==> src/rtl/comparador_izq_der.sv <==
// Serial unsigned magnitude comparator: scans captured words MSB to LSB, one bit per cycle,
// and reports A <= B, A == B and the index of the first differing bit.
module comparador_izq_der #(
    parameter int unsigned WIDTH = 8
) (
    input  logic                     clk,
    input  logic                     reset_L,
    input  logic                     start,
    input  logic [WIDTH-1:0]         wordA,
    input  logic [WIDTH-1:0]         wordB,
    output logic                     busy,
    output logic                     done,
    output logic                     z,
    output logic                     eq,
    output logic [$clog2(WIDTH)-1:0] pos
);

    localparam int unsigned PW = $clog2(WIDTH);
    localparam logic [PW-1:0] IdxTop = PW'(WIDTH - 1);

    typedef enum logic [1:0] {
        StIdle,
        StScan,
        StDone
    } state_e;

    state_e          state_q, state_d;
    logic [WIDTH-1:0] a_q, a_d;
    logic [WIDTH-1:0] b_q, b_d;
    logic [PW-1:0]    idx_q, idx_d;
    logic             z_q, z_d;
    logic             eq_q, eq_d;
    logic [PW-1:0]    pos_q, pos_d;

    always_ff @(posedge clk or negedge reset_L) begin
        if (!reset_L) begin
            state_q <= StIdle;
            a_q     <= '0;
            b_q     <= '0;
            idx_q   <= IdxTop;
            z_q     <= 1'b0;
            eq_q    <= 1'b0;
            pos_q   <= '0;
        end else begin
            state_q <= state_d;
            a_q     <= a_d;
            b_q     <= b_d;
            idx_q   <= idx_d;
            z_q     <= z_d;
            eq_q    <= eq_d;
            pos_q   <= pos_d;
        end
    end

    always_comb begin
        state_d = state_q;
        a_d     = a_q;
        b_d     = b_q;
        idx_d   = idx_q;
        z_d     = z_q;
        eq_d    = eq_q;
        pos_d   = pos_q;
        unique case (state_q)
            StIdle: begin
                if (start) begin
                    a_d     = wordA;
                    b_d     = wordB;
                    idx_d   = IdxTop;
                    state_d = StScan;
                end
            end
            StScan: begin
                // The first differing bit from the left decides the unsigned ordering.
                if (a_q[idx_q] != b_q[idx_q]) begin
                    z_d     = ~a_q[idx_q] & b_q[idx_q];
                    eq_d    = 1'b0;
                    pos_d   = idx_q;
                    state_d = StDone;
                end else if (idx_q == '0) begin
                    z_d     = 1'b1;
                    eq_d    = 1'b1;
                    pos_d   = '0;
                    state_d = StDone;
                end else begin
                    idx_d = idx_q - PW'(1);
                end
            end
            StDone: begin
                state_d = StIdle;
            end
            default: begin
                state_d = StIdle;
            end
        endcase
    end

    assign busy = (state_q != StIdle);
    assign done = (state_q == StDone);
    assign z    = z_q;
    assign eq   = eq_q;
    assign pos  = pos_q;

endmodule

==> config.mk <==
export PLATFORM = sky130hd
export DESIGN_NAME = comparador_izq_der
export DESIGN_NICKNAME = d
export VERILOG_FILES = /design/src/rtl/comparador_izq_der.sv
export SDC_FILE = /design/constraint.sdc
export NUM_CORES = 1
export LEC_CHECK = 0
export ABC_AREA = 1
export CAP_MARGIN = 20
export CELL_PAD_IN_SITES_DETAIL_PLACEMENT = 1
export CELL_PAD_IN_SITES_GLOBAL_PLACEMENT = 1
export CORE_MARGIN = 2
export CORE_UTILIZATION = 36
export DETAILED_ROUTE_END_ITERATION = 6
export PLACE_DENSITY = 0.8
export SYNTH_ARGS = -nofsm -noshare
export SYNTH_HDL_FRONTEND = slang
export SYNTH_SLANG_ARGS = --single-unit
==> constraint.sdc <==
create_clock -name clk -period 2.7 [get_ports clk]
set_clock_uncertainty 0.15 [all_clocks]
set_input_delay 0.54 -clock clk [delete_from_list [all_inputs] [get_ports clk]]
set_output_delay 0.54 -clock clk [all_outputs]
set_load 0.01 [all_outputs]
==> After elaboration in Yosys (flattened, before gate mapping) <==
Cells that the tools add are included.
{ "word_totals": {"ff_bits": 26, "latchBits": 0, "ramBits": 0, "mem_bits_ro": 0, "output_inout_bits": 7, "wordCells": 44, "n_memories": 0} }
{ "classes": {"n_addsub": 1, "n_mul": 0, "div_mod_pow": 0, "order_cmp": 1, "eq_ne": 7, "shifts": 0, "muxes": 17, "n_bitwise": 2, "n_reduce_logical": 9} }
{ "ops": {"columns": ["operator", "n"], "rows": [
  ["$mux 3", 5],
  ["$bmux 1 s3", 2],
  ["$mux 2", 3],
  ["$ne 2x2->1 const B", 3],
  ["$pmux 3 s2", 1],
  ["$reduce_and 2->1", 3],
  ["$reduce_bool 2->1", 3],
  ["$mux 1", 5],
  ["$lt 3x4->1 const B", 1],
  ["$pmux 2 s2", 1],
  ["$reduce_and 4->1", 1],
  ["$logic_not 3->1", 1],
  ["$ne 3x3->1 const B", 1],
  ["$sub 3x1->3 const B", 1],
  ["$eq 2x1->1 const B", 1],
  ["$eq 2x2->1 const B", 1],
  ["$logic_not 2->1", 1],
  ["$and 1x1->1", 1],
  ["$ne 1x1->1", 1],
  ["$not 1->1", 1]
]} }

==> Logic depth before layout (Yosys ltp) <==
{ "logic_depth": {"ltp_word": 5, "depth_mapped": 11, "mapped_depth_nobuf": 11} }

==> Worst setup path before layout <==
OpenSTA, ideal clock, no wires.
{ "synth_path": {"kind": "register to register", "startpoint": "register idx_q[0]", "endpoint": "register pos_q[1], in the netlist pos[1]", "setup_ps": 128, "arrival_time_ps": 1613, "required_time_ps": 2422, "setup_slack_ps": 809, "stages_incl_launch_ff": 12, "n_path_buf": 1, "path_cell_list": "dfstp_2 buf_2 nand2_1 nand3_1 nand2_1 nand2_1 nand2_1 ha_1 nand2_1 nand2_1 nand2_1 o21ai_0"} }
{ "synth_via": {"elab_chain_len": 5, "word_cells_on_any_way": 9, "classes_between": "1 x eq/ne; 5 x mux; 3 x reduce/logical"} }
{ "synth_lines": {"columns": ["element", "line", "text"], "rows": [
  ["start, declared", "30", "logic [PW-1:0] idx_q, idx_d;"],
  ["start signal, assigned", "40", "idx_q <= IdxTop;"],
  ["start signal, assigned", "48", "idx_q <= idx_d;"],
  ["$bmux 1 s3", "74", "if (a_q[idx_q] != b_q[idx_q]) begin"],
  ["$mux 1 (not written as such)", "74", null],
  ["$ne 1x1->1", "74", null],
  ["$reduce_bool 2->1 (no source line)", null, null],
  ["$reduce_and 2->1 (no source line)", null, null],
  ["end signal, assigned", "51", "pos_q <= pos_d;"],
  ["end, declared", "33", "logic [PW-1:0] pos_q, pos_d;"]
]} }
Several ways; a longest one is shown, not always the timed one. The select of a mux whose other input is x is not followed.
A chain may end at the register's enable or synchronous reset.

==> Worst setup path after layout <==
{ "layout_path": {"startpoint": "register idx_q[0]", "endpoint": "register z_q, in the netlist z"} }
{ "layout_via": {"elab_chain_len": 5, "word_cells_on_any_way": 11, "classes_between": "1 x eq/ne; 5 x mux; 2 x bitwise; 3 x reduce/logical"} }
{ "layout_lines": {"columns": ["element", "line", "text"], "rows": [
  ["$bmux 1 s3", "74, 75", null],
  ["$mux 1 (not written as such)", "74, 75", null],
  ["$ne 1x1->1 or $not 1->1 (tied branches)", "74, 75", null],
  ["$reduce_bool 2->1 (no source line) or $and 1x1->1 (tied branches)", null, null],
  ["$reduce_and 2->1 (no source line) or $mux 1 (tied branches)", null, null],
  ["end signal, assigned", "49", "z_q <= z_d;"],
  ["end, declared", "31", "logic z_q, z_d;"]
]} }
Several ways; a longest one is shown, not always the timed one. The select of a mux whose other input is x is not followed.

==> impl.org <==
** Finish
- Of the cells placed in the final design, the portion with a size suffix greater than 1 is 0.0829.
- The repair_antennas step left the layout with diodes totalling 0.
- Synthesis-to-finish area growth :: 26.0%
- Nets@finish :: 204
- Counting the fill cells in the layout gives 432.

** Worst hold path
- Worst min path class :: reg -> reg

** Logic synthesis
- Top cells by instance count after synthesis :: 43 x sky130_fd_sc_hd__nand2_1, 23 x sky130_fd_sc_hd__dfrtp_1, 21 x sky130_fd_sc_hd__inv_1, 18 x sky130_fd_sc_hd__nor2_1
- FFs w/ async S/R, synth :: 1.00
- In the synthesized netlist the dominant register cell turns out to be sky130_fd_sc_hd__dfrtp_1.
- Count of different cell masters after synthesis :: 19
- Yosys instantiated no cell more often than sky130_fd_sc_hd__nand2_1.
- In this run, synthesis produced a sequential element count of 26.
- After technology mapping, the gate count stands at 155.
- Yosys attributes the largest share of cell area to sky130_fd_sc_hd__dfrtp_1 45%, sky130_fd_sc_hd__nand2_1 13%, sky130_fd_sc_hd__dfstp_2 6.2%.
- Yosys printed 0 warnings.
- Area share of the leading cell type in the synthesized netlist :: 0.455
- Sequential-to-total area share from yosys stat :: 0.517
- sky130_fd_sc_hd__dfrtp_1 takes more of the synthesized area than any other cell.
- Each instance of the synthesized netlist takes up on average 8.17 um2.
- Number of enable flip-flop cells after synthesis :: 0
- Total nets after synthesis :: 177
- After synthesis the cells add up to 0.00127 mm2.

** Routing
- After detailed routing, the number of vias per cell comes to 4.66.
- Iteration-0 DRC Markers :: 38
- DRC errors left :: 0
- For this run, the detailed router's first-pass iteration total came to 4.
- Wire length reported by the detailed router :: 2.79 mm
- Average wire per cell in the routed design :: 12.3 um
- Summing over every cut layer, the via total after detailed routing is 1057.
- Count of antenna-violating nets left after detailed routing :: 0

** Clock tree
- In this run the deepest clock path goes through 2 buffers.
- Hold repair after CTS inserted 0 buffers.
- Clock tree from TritonCTS :: yes
- Worst-Skew Late Latency :: 0.34 ns
- CTS saw 26 sinks.
- Number of resized instances in the post-cts repair step :: 0
- In this run the number of H-tree levels came out at 1.
- Clock transition time at the flip-flop clock pins of the worst setup and hold paths :: 0.15 ns
- The number of setup buffers added after CTS is 0.
- CTS placed an instance of sky130_fd_sc_hd__clkbuf_4 at the clock tree root.
- TritonCTS created 3 clock buffers.

** Outcome
- The run finished with clean final reports.

** Place
- After legalization and detailed placement, the total HPWL measured 2.13 mm.
- Routability-driven placement finished with a final weighted congestion of 0.812.
- PortBufs :: 25
- At the placement stage, the worst setup path has a slack of 0.375 ns.

** Floorplan
- Die extent in y :: 63.3 um
- The die covers 0.00401 mm2.
- The initial utilization of the core area, before any placement, comes to 0.376.
- Number of primary I/O pins :: 26
- The initialized floorplan defines 21 standard-cell rows.
- The region available for standard cell placement spans 0.00336 mm2.
- Horizontal extent of the die :: 63.3 um

** STA
- Setup slack on the critical path of the routed design comes to 0.343 ns.
- Slew @ Worst Pin :: 0.350 ns
- Setup repair after global routing left no endpoint under its margin.
- Max-Slew Margin vs Limit :: 0.767
- Final setup violating endpoints :: 0
- Maximum frequency from static timing analysis :: 424 MHz
- In the finished design, the share of the clock period the worst path needs comes to 0.873.
- Total negative slack for setup checks :: 0 ns
- Shortest period the worst path allows :: 2.36 ns
- The final-report hold violation count was 0.
- Number of max-slew violations in the final report :: 0

** Setup path
- Measured in cells, the most critical reg-to-reg path has a length of 10.
- Critical path endpoint :: z
- Data on the critical path arrives at its endpoint at 2.44 ns.
- Largest fanout on the critical path :: 12
- Counting buffers and inverters, the worst setup path is 10 cells deep.
- CP bufs+invs :: 1
- Critical Path Start :: idx_q[0]
- The worst register-to-register path begins at idx_q[0].
- The signal on the critical path passes through clkinv_1 -> nand2_1 -> nand3_1 -> nand3_1 -> nand2_1 -> ha_1 -> nand2_1 -> nand2_1 -> nand2_1 -> o21ai_0.
- Delay contributed by the slowest stage of the critical path :: 0.67 ns
- The worst register-to-register path ends at z.
- Type of destination of the critical path :: flop
- Slowest-stage cell, CP :: sky130_fd_sc_hd__dfstp_2
- Counting stages on the worst path, the most repeated cell is sky130_fd_sc_hd__nand2_1.
- Internal reg-to-reg setup slack :: 0.34 ns
- CP top delay family :: simple AND/OR/NAND/NOR gates
- Worst setup path class :: reg -> reg
- Worst endpoint required time :: 2.79 ns
- STA classifies the critical path startpoint as a flop.

** Power and ir drop
- Peak supply drop :: 407 uV
- Of the total power, the share spent switching nets is 0.422.
- Part of the total power dissipated in the clock network :: 0.141
- The share of total power dissipated in combinational logic is 0.492.
- The share of total power dissipated in sequential elements is 0.368.
- The internal power of the cells totals 1130 uW.
- Leakage :: 0.000803 uW
- Sw power :: 825 uW
- In this run the power density over the cells is 1230 mW/mm2.

** Global route
- Met1 usage :: 0.180
- Overall global routing resource usage :: 0.156
- Met3 usage in global routing :: 0.0232
- Wire length of the first global-routing pass :: 4.88 mm
- GR peak layer :: met2
- Via count of the first global-routing pass :: 1118
- Antenna violations before repair :: 0
- Final global-route overflow total :: 0
- Met2 track demand over resource in global routing :: 0.278
- Entering global routing, the biggest net connects 36 pins.

** Run
- Max-cap violations in this run came to 0.
-- worst register-to-register path, cell delays in order, from the launching register on --
cell and delay (ns):
sky130_fd_sc_hd__dfstp_2 0.67, sky130_fd_sc_hd__clkinv_1 0.28, sky130_fd_sc_hd__nand2_1 0.16, sky130_fd_sc_hd__nand3_1 0.11, sky130_fd_sc_hd__nand3_1 0.08, sky130_fd_sc_hd__nand2_1 0.06, sky130_fd_sc_hd__ha_1 0.33, sky130_fd_sc_hd__nand2_1 0.09
sky130_fd_sc_hd__nand2_1 0.15, sky130_fd_sc_hd__nand2_1 0.10, sky130_fd_sc_hd__o21ai_0 0.08
-- registers in the layout (all words and copies together), names as in the netlist --
name     cells
a_q          8
eq           1
z            1
b_q          8
pos          3
state_q      2
idx_q        3
-- routing by layer --
layer	up-vias	part of all wire
met5	-	0
met4	0	0.027
met3	7	0.029
met2	20	0.50
met1	501	0.45
li1	529	-
-- through the flow --
step           power [uW]  utilization  cell area, um2  hold WS (ns)  cells
2_1_floorplan        1410            -            1270        0.0944    155
3_3_place_gp         1640        0.459            1540         0.323    223
3_5_place_dp         1710        0.459            1540         0.335    223
4_1_cts              1990        0.474            1600         0.368    227
5_1_grt              2160        0.474            1600         0.383    227
6_report             1960        0.474            1600         0.360    227
-- cells in the final DEF, fill, tap and decap left out, drive strengths merged --
master and count:
nand3 14, xnor2 1, bufinv 1, o21ai 5, ha 3, clkbuf 3, nor2 20, inv 22
dfrtp 23, buf 1, clkdlybuf4s50 25, dfstp 3, a21oi 15, nand2 44, clkinv 1
-- cell type report --
class                      instances  area, um2  share of cell area
clock buffer                       3       22.5              0.0141
tap                               46       57.6              0.0361
inverter                          23       86.3              0.0541
multi-input combinational        102        487               0.305
clock inverter                     1       30.0              0.0188
sequential                        26        654               0.410
timing repair buffer              26        258               0.162
-- worst min-delay path by stage --
stage               cells past startpoint  endpoint  slack, ns  startpoint
CTS                                     2    pos[1]       0.37      pos[1]
floorplan                               0    a_q[0]       0.09     reset_L
global route                            2        eq       0.38          eq
finish                                  2    pos[1]       0.36      pos[1]
global placement                        2    pos[0]       0.32      pos[0]
detailed placement                      2    pos[1]       0.34      pos[1]
-- kinds of logic (layout without fill, tap and decap cells) --
| logic type | count (synthesis) | count (layout) | share of synthesized area |
|---|---|---|---|
| DFF | 26 | 26 | 0.517 |
| AOI/OAI and AO/OA | 20 | 20 | 0.0850 |
| xor gates and xnor gates | 1 | 1 | 0.00692 |
| and+or+nand+nor | 78 | 78 | 0.263 |
| buffers and inverters | 27 | 53 | 0.0988 |
| adders and majority gates | 3 | 3 | 0.0296 |
-- power by group through the flow --
stage | Combinational [uW] | Clock (uW) | Sequential (uW)
after CTS | 989 | 281 | 721
after floorplan | 706 | 0 | 700
after global routing | 1120 | 299 | 744
final | 962 | 275 | 719
after detailed placement | 982 | 0 | 730
after global placement | 926 | 0 | 717
Power figures use the tool's default switching activity.
